$ cat src/rtl/multicycle_control_unit_pkg.sv
// Shared encodings for the multi-cycle RV32I control unit:
// opcodes, ALU ops, datapath mux selects and FSM states.
package multicycle_control_unit_pkg;

    localparam logic [6:0] OP_LOAD   = 7'b0000011;
    localparam logic [6:0] OP_STORE  = 7'b0100011;
    localparam logic [6:0] OP_OP     = 7'b0110011;
    localparam logic [6:0] OP_IMM    = 7'b0010011;
    localparam logic [6:0] OP_BRANCH = 7'b1100011;
    localparam logic [6:0] OP_JAL    = 7'b1101111;
    localparam logic [6:0] OP_JALR   = 7'b1100111;
    localparam logic [6:0] OP_LUI    = 7'b0110111;
    localparam logic [6:0] OP_AUIPC  = 7'b0010111;
    localparam logic [6:0] OP_FENCE  = 7'b0001111;
    localparam logic [6:0] OP_SYSTEM = 7'b1110011;

    typedef enum logic [3:0] {
        ALU_ADD  = 4'b0000,
        ALU_SUB  = 4'b0001,
        ALU_AND  = 4'b0010,
        ALU_OR   = 4'b0011,
        ALU_XOR  = 4'b0100,
        ALU_SLL  = 4'b0101,
        ALU_SRL  = 4'b0110,
        ALU_SRA  = 4'b0111,
        ALU_SLT  = 4'b1000,
        ALU_SLTU = 4'b1001
    } alu_op_e;

    typedef enum logic [1:0] {
        SRC_A_PC    = 2'b00,
        SRC_A_PCBUF = 2'b01,
        SRC_A_ABUF  = 2'b10,
        SRC_A_ZERO  = 2'b11
    } src_a_e;

    typedef enum logic [1:0] {
        SRC_B_BBUF = 2'b00,
        SRC_B_IMM  = 2'b01,
        SRC_B_FOUR = 2'b10,
        SRC_B_ZERO = 2'b11
    } src_b_e;

    typedef enum logic [1:0] {
        RES_BUF  = 2'b00,
        RES_DATA = 2'b01,
        RES_ALU  = 2'b10
    } res_src_e;

    typedef enum logic [1:0] {
        CLS_ADD    = 2'b00,
        CLS_BRANCH = 2'b01,
        CLS_R      = 2'b10,
        CLS_I      = 2'b11
    } alu_class_e;

    typedef enum logic [3:0] {
        S_FETCH     = 4'd0,
        S_DECODE    = 4'd1,
        S_MEM_ADDR  = 4'd2,
        S_MEM_READ  = 4'd3,
        S_MEM_WB    = 4'd4,
        S_MEM_WRITE = 4'd5,
        S_EXEC_R    = 4'd6,
        S_EXEC_I    = 4'd7,
        S_ALU_WB    = 4'd8,
        S_BRANCH    = 4'd9,
        S_JAL       = 4'd10,
        S_JALR      = 4'd11,
        S_JALR_PC   = 4'd12,
        S_LUI       = 4'd13,
        S_AUIPC     = 4'd14,
        S_HALT      = 4'd15
    } state_e;

    // EQ/NE compare via SUB zero flag; LT/GE and LTU/GEU via SLT(U)
    // result, whose zero flag is inverted when the condition holds.
    function automatic logic branch_taken(
        input logic [2:0] f3,
        input logic       zero
    );
        return zero ^ (f3[0] ^ f3[2]);
    endfunction

endpackage

$ cat src/rtl/multicycle_control_unit_alu_op_decoder.sv
// Combinational ALU operation select from funct fields
// and the operation class chosen by the sequencing FSM.
module multicycle_control_unit_alu_op_decoder
    import multicycle_control_unit_pkg::*;
(
    input  alu_class_e   alu_class_i,
    input  logic [2:0]   funct3_i,
    input  logic         funct7_5_i,
    output alu_op_e      alu_op_o
);

    logic alt;

    // Immediate forms only use funct7[5] to pick SRAI over SRLI.
    assign alt = funct7_5_i &&
                 ((alu_class_i == CLS_R) || (funct3_i == 3'b101));

    // Map class and funct fields onto the ALU operation.
    always_comb begin
        alu_op_o = ALU_ADD;
        unique case (alu_class_i)
            CLS_ADD: alu_op_o = ALU_ADD;
            CLS_BRANCH: begin
                case (funct3_i[2:1])
                    2'b10:   alu_op_o = ALU_SLT;
                    2'b11:   alu_op_o = ALU_SLTU;
                    default: alu_op_o = ALU_SUB;
                endcase
            end
            CLS_R, CLS_I: begin
                case (funct3_i)
                    3'b000:  alu_op_o = alt ? ALU_SUB : ALU_ADD;
                    3'b001:  alu_op_o = ALU_SLL;
                    3'b010:  alu_op_o = ALU_SLT;
                    3'b011:  alu_op_o = ALU_SLTU;
                    3'b100:  alu_op_o = ALU_XOR;
                    3'b101:  alu_op_o = alt ? ALU_SRA : ALU_SRL;
                    3'b110:  alu_op_o = ALU_OR;
                    default: alu_op_o = ALU_AND;
                endcase
            end
        endcase
    end

endmodule

$ cat src/rtl/multicycle_control_unit.sv
// Main sequencing FSM for the shared multi-cycle RV32I datapath.
// State is registered; all datapath controls decode from it.
module multicycle_control_unit
    import multicycle_control_unit_pkg::*;
#(
    parameter bit HALT_ON_SYSTEM  = 1'b1,
    parameter bit HALT_ON_ILLEGAL = 1'b1
) (
    input  logic       clk,
    input  logic       rst,
    input  logic [6:0] opcode,
    input  logic [2:0] funct3,
    input  logic [6:0] funct7,
    input  logic       alu_zero,
    input  logic       mem_ready,
    output logic       mem_addr_src,
    output logic       mem_we,
    output logic       instr_we,
    output logic       pc_we,
    output logic       rf_we,
    output logic [1:0] alu_src_a,
    output logic [1:0] alu_src_b,
    output logic [1:0] result_src,
    output logic [3:0] alu_op,
    output logic       retire,
    output logic       halted,
    output logic       illegal
);

    state_e     state_q, state_d;
    logic       illegal_q, illegal_d;
    src_a_e     src_a;
    src_b_e     src_b;
    res_src_e   res_src;
    alu_class_e alu_class;
    alu_op_e    alu_op_w;
    logic       bad_op;
    logic       unused_funct7;

    // Only funct7[5] distinguishes SUB/SRA; other bits are don't-care.
    assign unused_funct7 = ^{funct7[6], funct7[4:0]};

    multicycle_control_unit_alu_op_decoder u_alu_dec (
        .alu_class_i (alu_class),
        .funct3_i    (funct3),
        .funct7_5_i  (funct7[5]),
        .alu_op_o    (alu_op_w)
    );

    // Opcodes with no sequence, plus branches with reserved funct3 01x.
    always_comb begin
        bad_op = 1'b0;
        case (opcode)
            OP_LOAD, OP_STORE, OP_OP, OP_IMM,
            OP_JAL, OP_JALR, OP_LUI, OP_AUIPC,
            OP_FENCE, OP_SYSTEM: bad_op = 1'b0;
            OP_BRANCH: bad_op = (funct3[2:1] == 2'b01);
            default:   bad_op = 1'b1;
        endcase
    end

    // Next-state and control decode for the current state.
    always_comb begin
        state_d      = state_q;
        illegal_d    = illegal_q;
        mem_addr_src = 1'b0;
        mem_we       = 1'b0;
        instr_we     = 1'b0;
        pc_we        = 1'b0;
        rf_we        = 1'b0;
        retire       = 1'b0;
        src_a        = SRC_A_PC;
        src_b        = SRC_B_BBUF;
        res_src      = RES_BUF;
        alu_class    = CLS_ADD;
        unique case (state_q)
            S_FETCH: begin
                src_b   = SRC_B_FOUR;
                res_src = RES_ALU;
                if (mem_ready) begin
                    instr_we = 1'b1;
                    pc_we    = 1'b1;
                    state_d  = S_DECODE;
                end
            end
            S_DECODE: begin
                src_a = SRC_A_PCBUF;
                src_b = SRC_B_IMM;
                if (bad_op) begin
                    if (HALT_ON_ILLEGAL) begin
                        state_d   = S_HALT;
                        illegal_d = 1'b1;
                    end else begin
                        retire  = 1'b1;
                        state_d = S_FETCH;
                    end
                end else begin
                    case (opcode)
                        OP_LOAD, OP_STORE: state_d = S_MEM_ADDR;
                        OP_OP:     state_d = S_EXEC_R;
                        OP_IMM:    state_d = S_EXEC_I;
                        OP_BRANCH: state_d = S_BRANCH;
                        OP_JAL:    state_d = S_JAL;
                        OP_JALR:   state_d = S_JALR;
                        OP_LUI:    state_d = S_LUI;
                        OP_AUIPC:  state_d = S_AUIPC;
                        OP_SYSTEM: begin
                            if (HALT_ON_SYSTEM) begin
                                state_d = S_HALT;
                            end else begin
                                retire  = 1'b1;
                                state_d = S_FETCH;
                            end
                        end
                        default: begin
                            retire  = 1'b1;
                            state_d = S_FETCH;
                        end
                    endcase
                end
            end
            S_MEM_ADDR: begin
                src_a   = SRC_A_ABUF;
                src_b   = SRC_B_IMM;
                state_d = (opcode == OP_LOAD) ? S_MEM_READ
                                              : S_MEM_WRITE;
            end
            S_MEM_READ: begin
                mem_addr_src = 1'b1;
                if (mem_ready) begin
                    state_d = S_MEM_WB;
                end
            end
            S_MEM_WB: begin
                res_src = RES_DATA;
                rf_we   = 1'b1;
                retire  = 1'b1;
                state_d = S_FETCH;
            end
            S_MEM_WRITE: begin
                mem_addr_src = 1'b1;
                mem_we       = 1'b1;
                if (mem_ready) begin
                    retire  = 1'b1;
                    state_d = S_FETCH;
                end
            end
            S_EXEC_R: begin
                src_a     = SRC_A_ABUF;
                alu_class = CLS_R;
                state_d   = S_ALU_WB;
            end
            S_EXEC_I: begin
                src_a     = SRC_A_ABUF;
                src_b     = SRC_B_IMM;
                alu_class = CLS_I;
                state_d   = S_ALU_WB;
            end
            S_LUI: begin
                src_a   = SRC_A_ZERO;
                src_b   = SRC_B_IMM;
                state_d = S_ALU_WB;
            end
            S_AUIPC: begin
                src_a   = SRC_A_PCBUF;
                src_b   = SRC_B_IMM;
                state_d = S_ALU_WB;
            end
            S_ALU_WB: begin
                rf_we   = 1'b1;
                retire  = 1'b1;
                state_d = S_FETCH;
            end
            S_BRANCH: begin
                src_a     = SRC_A_ABUF;
                alu_class = CLS_BRANCH;
                pc_we     = branch_taken(funct3, alu_zero);
                retire    = 1'b1;
                state_d   = S_FETCH;
            end
            S_JAL: begin
                pc_we   = 1'b1;
                src_a   = SRC_A_PCBUF;
                src_b   = SRC_B_FOUR;
                state_d = S_ALU_WB;
            end
            S_JALR: begin
                src_a   = SRC_A_ABUF;
                src_b   = SRC_B_IMM;
                state_d = S_JALR_PC;
            end
            S_JALR_PC: begin
                pc_we   = 1'b1;
                src_a   = SRC_A_PCBUF;
                src_b   = SRC_B_FOUR;
                state_d = S_ALU_WB;
            end
            S_HALT: begin
                state_d = S_HALT;
            end
        endcase
        if (rst) begin
            mem_we   = 1'b0;
            instr_we = 1'b0;
            pc_we    = 1'b0;
            rf_we    = 1'b0;
            retire   = 1'b0;
        end
    end

    // State and sticky illegal flag.
    always_ff @(posedge clk or posedge rst) begin
        if (rst) begin
            state_q   <= S_FETCH;
            illegal_q <= 1'b0;
        end else begin
            state_q   <= state_d;
            illegal_q <= illegal_d;
        end
    end

    assign alu_src_a  = src_a;
    assign alu_src_b  = src_b;
    assign result_src = res_src;
    assign alu_op     = alu_op_w;
    assign halted     = (state_q == S_HALT);
    assign illegal    = illegal_q;

endmodule

$ cat config.mk
export PLATFORM = sky130hd
export DESIGN_NAME = multicycle_control_unit
export DESIGN_NICKNAME = d
export VERILOG_FILES = /design/src/rtl/multicycle_control_unit_pkg.sv /design/src/rtl/multicycle_control_unit_alu_op_decoder.sv /design/src/rtl/multicycle_control_unit.sv
export SDC_FILE = /design/constraint.sdc
export NUM_CORES = 1
export LEC_CHECK = 0
export CORE_ASPECT_RATIO = 0.8
export CORE_MARGIN = 2
export CORE_UTILIZATION = 30
export DETAILED_ROUTE_END_ITERATION = 10
export SLEW_MARGIN = 25
export SYNTH_ARGS = -nofsm -noshare
export SYNTH_HDL_FRONTEND = slang
export SYNTH_HIERARCHICAL = 1
export SYNTH_SLANG_ARGS = --single-unit
$ cat constraint.sdc
create_clock -name clk -period 2.36 [get_ports clk]
set_input_delay 0.59 -clock clk [delete_from_list [all_inputs] [get_ports clk]]
set_output_delay 0.59 -clock clk [all_outputs]
set_load 0.01 [all_outputs]
### After elaboration in Yosys (flattened, before gate mapping)

Index checks and enable logic that the tools add are counted.

| operators by class | value |
|---|---|
| bitwise gates (word level) | 2 |
| reduce and logical (&&, ||, !) cells | 20 |
| multiplexer cells | 31 |
| equality and inequality tests | 41 |

Operator list:

| operator | count |
|---|---|
| 4-bit one-hot mux with 9 select lines | 2 |
| 4-bit equality test, second input constant | 8 |
| 7-bit equality test, second input constant | 4 |
| 4-bit one-hot mux with 7 select lines | 1 |
| 7-bit by 6-bit equality test with 1-bit output, second input constant | 3 |
| 10-bit OR reduction | 2 |
| 4-bit by 3-bit equality test with 1-bit output, second input constant | 4 |
| 4-bit two-way mux | 4 |
| 7-bit by 5-bit equality test with 1-bit output, second input constant | 2 |
| 1-bit two-way mux | 14 |
| 2-bit one-hot mux with 3 select lines | 2 |
| 4-bit one-hot mux with 3 select lines | 1 |
| 6-bit OR reduction | 2 |
| 2-bit OR reduction | 5 |
| 3-bit equality test, second input constant | 3 |
| 2-bit equality test, second input constant | 4 |
| 4-bit by 2-bit equality test with 1-bit output, second input constant | 2 |
| 2-bit one-hot mux with 2 select lines | 2 |
| 4-bit one-hot mux with 2 select lines | 1 |
| 7-bit by 2-bit equality test with 1-bit output, second input constant | 1 |
| 7-bit by 4-bit equality test with 1-bit output, second input constant | 1 |
| 3-bit by 2-bit equality test with 1-bit output, second input constant | 2 |
| 2-bit inequality test, second input constant | 3 |
| 1-bit one-hot mux with 3 select lines | 2 |
| other kinds (16) | 19 |

| storage, ports and cells | value |
|---|---|
| register bits after elaboration | 5 |
| output and inout port bits | 18 |

### Depth between registers and ports, before layout

| depth | value |
|---|---|
| depth after elaboration | 8 |
| depth in mapped cells | 7 |

### Modules after synthesis

The synthesis kept the hierarchy.

By module, submodules not included:

| module | instances | cells an instance | area each (µm²) | sequential area each (µm²) |
|---|---|---|---|---|
| multicycle_control_unit | 1 | 120 | 799.5 | 125.1 |
| multicycle_control_unit_alu_op_decoder | 1 | 14 | 83.8 | 0.0 |

### Worst setup path after synthesis

No wires, ideal clock.

| path | value |
|---|---|
| kind | input-to-output |
| from | input opcode[2] |
| to | output retire |
| path slack | -69 ps |
| stages | 6 |
| arrival | 1839 ps |
| data required time | 1770 ps |
| cells stage by stage | buf_6 > or3_4 > nor4b_1 > a311o_1 > nor2_1 > o2bb2ai_1 |

| on the way | value |
|---|---|
| longest elaborated chain between the ends | 6 |
| elaborated cells on any way between the ends | 18 |
| classes of those cells | 11 x eq/ne; 5 x mux; 2 x reduce/logical |

Ends and longest elaborated chain:

| what | line | source |
|---|---|---|
| from (decl) | multicycle_control_unit.sv:11 | `input logic [6:0] opcode,` |
| 7-bit by 2-bit equality test with 1-bit output, or another cell as far along | multicycle_control_unit.sv:53, multicycle_control_unit.sv:98 |  |
| 10-bit OR reduction (on tied branches) | - |  |
| 1-bit one-hot mux with 2 select lines or 1-bit two-way mux (tied branches) | - |  |
| 1-bit two-way mux (*) | multicycle_control_unit.sv:89 | `if (bad_op) begin` |
| 1-bit one-hot mux with 3 select lines (*) | multicycle_control_unit.sv:76 | `unique case (state_q)` |
| 1-bit two-way mux (*) | multicycle_control_unit.sv:202 | `if (rst) begin` |
| to (decl) | multicycle_control_unit.sv:25 | `output logic retire,` |

Every way passes the cells marked *; elsewhere a longest branch is shown, timed or not.

### Final worst setup path

| path | value |
|---|---|
| from | input opcode[3] |
| to | output retire |

Same word-level chain as after synthesis.

==> results.json <==
{
  "cts.clk_slew.worst_paths_ps": 30,
  "wire_per_inst_um": 13.8,
  "fp.dieArea_um2": 3400,
  "vias": 1275,
  "routed_via_density": 5.23,
  "root_buffer": "clkbuf_8",
  "violations": "setup timing",
  "rrSetupSlack_ps": 780,
  "finalSetupViolCount": 1,
  "cp-start-kind": "input port",
  "leakagePower_uw": 0.000813,
  "clock_latency_ps": 220,
  "rsz0062_at_grt": "true",
  "core_um2": 2790,
  "synth_ff_type": "dfrtp_1",
  "synth-edff-count": 0,
  "cts_buffer_depth": 2,
  "timing.fmax_mhz": 407,
  "final_layout_size_suffix_gt1_frac": 0.393,
  "hold_buffers": 0,
  "min_period_ps": 2460,
  "place_congestion": 0.835,
  "initial_core_util": 0.317,
  "stdcell_area_um2": 1680,
  "register_area_um2": 128,
  "switching_share": 0.438,
  "diodes": 0,
  "multiInputGateArea_um2": 758,
  "ys_types": 44,
  "switchingPower_uw": 653,
  "vdd_drop_max_uv": 402,
  "hold_viol_final": 0,
  "num_rows": 17,
  "io_pins": 39,
  "pwr-share-clk": 0.106,
  "syn_nets": 155,
  "grt_antenna_before_repair": 0,
  "grt_pass1_wl_um": 4970,
  "slew_headroom": 0.773,
  "wl_um": 3360,
  "clock_sinks": 5,
  "path_cells": "buf_6 -> or3_4 -> nor4b_4 -> a311o_1 -> nor2_2 -> o2bb2ai_1 -> buf_2",
  "n_fill_cell": 267,
  "cp.arrival_ps": 1870,
  "grt_start_max_net_pins": 18,
  "io_buffer_count": 32,
  "die_width_um": 64.7,
  "avgSynthCellArea_um2": 6.59,
  "cts_tree": "yes",
  "worst_slew_pin_slew_ps": 338,
  "ys_ff_latch": 5,
  "worstSetupPathType": "input port to primary output",
  "drc": 0,
  "crit_path_end": "retire",
  "pwr-share-comb": 0.782,
  "nNetsFinal": 228,
  "synthesis.area_um2": 883,
  "synth_seq_area_share": 0.142,
  "hold_slack_ps": 489,
  "maxCapViolCount": 0,
  "synthCells": 134,
  "r2r_cells": 4,
  "period_share": 1.04,
  "dpl_cell_area_um2": 1490,
  "synthToLayoutAreaGrowth_pct": 89.8,
  "async_flop_share": 1.00,
  "worstPathRequired_ps": 1770,
  "cp-end-kind": "primary output",
  "r2r-start": "state_q[3]$_DFFE_PP0P_",
  "drt_iter0_drc": 71,
  "crit_path_max_incr_delay_ps": 400,
  "grt_overflow_total": 0,
  "fin_skew_ps": 0.0923,
  "synth_warnings": 6,
  "reg2reg_to": "state_q[2]$_DFFE_PP0P_",
  "min_from": "illegal$_DFFE_PP0P_",
  "fin_util": 0.602,
  "maxSlewViolCount": 0,
  "pwr-share-seq": 0.112,
  "cts_htree_levels": 1,
  "fin_ws_ps": -95.1,
  "p_total_uw": 1490,
  "ant_nets": 0,
  "slowest_stage": "or3_4",
  "cts_made_buffers": 3,
  "fp.dieH_um": 52.5,
  "hp-class": "flip-flop to flip-flop",
  "dr.pass1.iters": 4,
  "dp_hpwl_um": 2510,
  "status": "finished with violations",
  "grt_pass1_vias": 1081,
  "crit_start": "opcode[3]",
  "cellPowerDensity_nw_per_um2": 889,
  "cp_max_fo": 2,
  "p_int_uw": 838,
  "grt_usage": 0.187
}
-- power groups by stage --
stage | clock [uW] | combinational [uW] | sequential (uW)
6_report | 158 | 1170 | 167
3_3_place_gp | 0 | 1050 | 154
2_1_floorplan | 0 | 568 | 134
3_5_place_dp | 0 | 1070 | 154
5_1_grt | 173 | 1280 | 171
4_1_cts | 161 | 1060 | 161
-- repair_timing --
action	CTS	global route
resized for setup	45	24
buffers inserted	0	10
setup endpoints to repair	14	8
hold endpoints to repair	0	0
pin swaps	9	7
-- cell usage in the layout, fill, tap and decap left out, types with 2 or more instances in the layout --
cell,count
buf_4,42
nor2_1,12
dlygate4sd2_1,12
a21oi_1,11
nand2_1,10
o21ai_0,8
clkdlybuf4s50_1,8
a31oi_1,7
nor3_1,6
buf_6,5
dlymetal6s2s_1,5
inv_2,3
nand3_1,3
inv_1,3
o22ai_1,3
xnor2_1,3
clkbuf_8,3
dfrtp_1,3
buf_2,3
o21a_1,2
nand2b_1,2
nor4_1,2
mux2_2,2
nor2b_1,2
and3_1,2
nor2_2,2
mux2i_1,2
a211oi_1,2
clkbuf_2,2
dfrtp_2,2
-- cells in the mapped netlist (3+ instances only) --
cell type	n	area, um2
nor4_1	3	18.8
nor2b_1	4	25.0
xnor2_1	4	35.0
clkbuf_1	7	26.3
o22ai_1	3	18.8
a21oi_1	11	55.1
buf_1	3	11.3
nand3_1	3	15.0
a31oi_1	8	50.1
inv_1	6	22.5
a211oi_1	3	22.5
nor2_1	14	52.6
nand2_1	11	41.3
nor3_1	6	30.0
o21ai_0	9	45.0
dfrtp_1	5	125
-- registers in the layout (all words and copies together), names as in the netlist --
| signal | cells |
|---|---|
| illegal | 1 |
| state_q | 4 |
-- worst min path at each step --
stage               slack (ps)  cells past startpoint             endpoint
floorplan                  380                      1  illegal$_DFFE_PP0P_
global placement           490                      1  illegal$_DFFE_PP0P_
detailed placement         480                      1  illegal$_DFFE_PP0P_
CTS                        490                      1  illegal$_DFFE_PP0P_
global route               530                      1  illegal$_DFFE_PP0P_
finish                     490                      1  illegal$_DFFE_PP0P_
-- final cells by class --
type                       instances  share of cell area
tap                               38              0.0284
multi-input combinational        111               0.452
inverter                           7              0.0164
sequential                         5              0.0761
timing repair buffer              79               0.400
clock buffer                       4              0.0269
-- stage by stage --
step	setup WS (ps)	TNS (ps)	std cells
3_5_place_dp	-763	-3920	230
2_1_floorplan	28.9	0	134
5_1_grt	-138	-205	244
4_1_cts	-248	-262	234
3_3_place_gp	-743	-3960	230
6_report	-95.1	-95.1	244
-- cells by family after synthesis --
group | count (synthesis) | share of synthesized area
xor gates and xnor gates | 4 | 0.0397
muxes | 4 | 0.0482
AOI/OAI and AO/OA | 47 | 0.348
buffers and inverters | 18 | 0.0850
DFF | 5 | 0.142
and+or+nand+nor | 56 | 0.337
-- worst max-delay path: cells and delay by family --
kind | cells | cell delay, ps
and+or+nand+nor | 3 | 740
AOI/OAI and AO/OA | 2 | 310
buffers and inverters | 2 | 230
-- metal layers --
metal  track usage  vias to the layer above  routed length [um]
met4        0.0106                        0                  17
met2         0.342                       36                1680
met1         0.245                      592                1510
met3        0.0280                        4                 153
met5             0                        -                   0
li1              -                      643                   -
No activity file was read; power rests on OpenSTA's default activity.
==> RTL change, RTL diff (same flow settings) <==
Make the reset (`rst`) synchronous in one clocked block.
--- a/src/rtl/multicycle_control_unit.sv
+++ b/src/rtl/multicycle_control_unit.sv
@@ -209,7 +209,7 @@
     end
 
     // State and sticky illegal flag.
-    always_ff @(posedge clk or posedge rst) begin
+    always_ff @(posedge clk) begin
         if (rst) begin
             state_q   <= S_FETCH;
             illegal_q <= 1'b0;
Function: differs if rst is asserted again (counterexample within 4 cycles, from zero or initial values and one cycle with rst high); with rst held inactive, the same outputs for 10 cycles.
==> RTL change against the unedited design <==
Routed wire length decreased by 13%; final cell count down 4.1%; synthesized area up 0.99%; sequential cell count did not move; clock skew rose by 5.4 ps; count of clock-buffer cells in the layout unchanged; power down 12%; setup slack better by 130 ps; cell area decreased by 10%; critical path type unchanged; largest cell class unchanged.
==> RTL change: results (changes against the unedited design) <==
Status = finished clean
Seq. cell area = 104 um^2 (-19%)
Crit Path Max Fanout = 6 (+4)
Setup crit end = alu_op[0]
Via-to-Cell Ratio = 5.10 (-2.4%)
Setup Skew = 5.54 ps (+5.45 ps)
Inst Count DP = 226 (-1.7%)
Non-clk invs = 6 (-1)
First-pass GRT wire length = 4840 um (-2.5%)
Non-Clock Buffer Count = 66 (-16%)
Power Density = 871 nW/um^2 (-2.0%)
Met2 WL = 1370 um (-19%)
Placed Area = 1400 um^2 (-5.7%)
Net Count, Synth = 160 (+3.2%)
Final Core Density = 53.9% (-6.2 points)
Setup WS pre-CTS = -659 ps (+104 ps)
Critical Path Source = funct3[1]
Number of DRC markers in iteration 0 = 70 (-1.4%)
Vias in the first global route = 1138 (+5.3%)
Multi-In Gates = 115 (+3.6%)
M3 GR Usage = 2.37% (-0.43 points)
Worst Path Arrival = 1740 ps (-130 ps)
Cell-internal power = 737 uW (-12%)
Clock group = 167 uW (+6%)
Clock-cell share = 3.00% (+0.31 points)
RePlAce Congestion = 0.861 (+3.1%)
Detail Route met3 WL = 168 um (+9.8%)
Worst r2r path cells = 6 (+2)
HPWL Detailed = 2190 um (-13%)
Layout cells sized above 1 = 30.1% (-9.2 points)
Fill cells = 283 (+6.0%)
Area of the multi-input gates = 716 um^2 (-5.6%)
Post-synthesis cell type count = 47 (+6.8%)
Final non-clock buffer share = 37.8% (-2.2 points)
RTL change: cell types whose count changed in the layout (fill, tap and decap cells not counted), moves of 3 or more:
| cell | before | now |
|---|---|---|
| a31oi_1 | 7 | 1 |
| nand2_1 | 10 | 14 |
| dfxtp_2 | 0 | 3 |
| xor2_1 | 0 | 3 |
| buf_4 | 42 | 33 |
| nor2_1 | 12 | 18 |
| and2_1 | 0 | 3 |
| dfrtp_1 | 3 | 0 |
RTL change: cell families after synthesis:
kind of cell	Yosys count	synth area share [%]
and+or+nand+nor	70	41.0
AOI/OAI and AO/OA	39	29.7
buffers and inverters	19	11.9
xor gates and xnor gates	5	4.91
DFF	5	11.2
muxes	1	1.26
RTL change: worst min path at each step:
stage                     startpoint       to  slack (ps)  depth (start not counted)
after floorplan              illegal  illegal         470                          2
after global placement       illegal  illegal         430                          2
after detailed placement     illegal  illegal         440                          2
after CTS                    illegal  illegal         440                          2
after global routing         illegal  illegal         460                          2
final                        illegal  illegal         440                          2
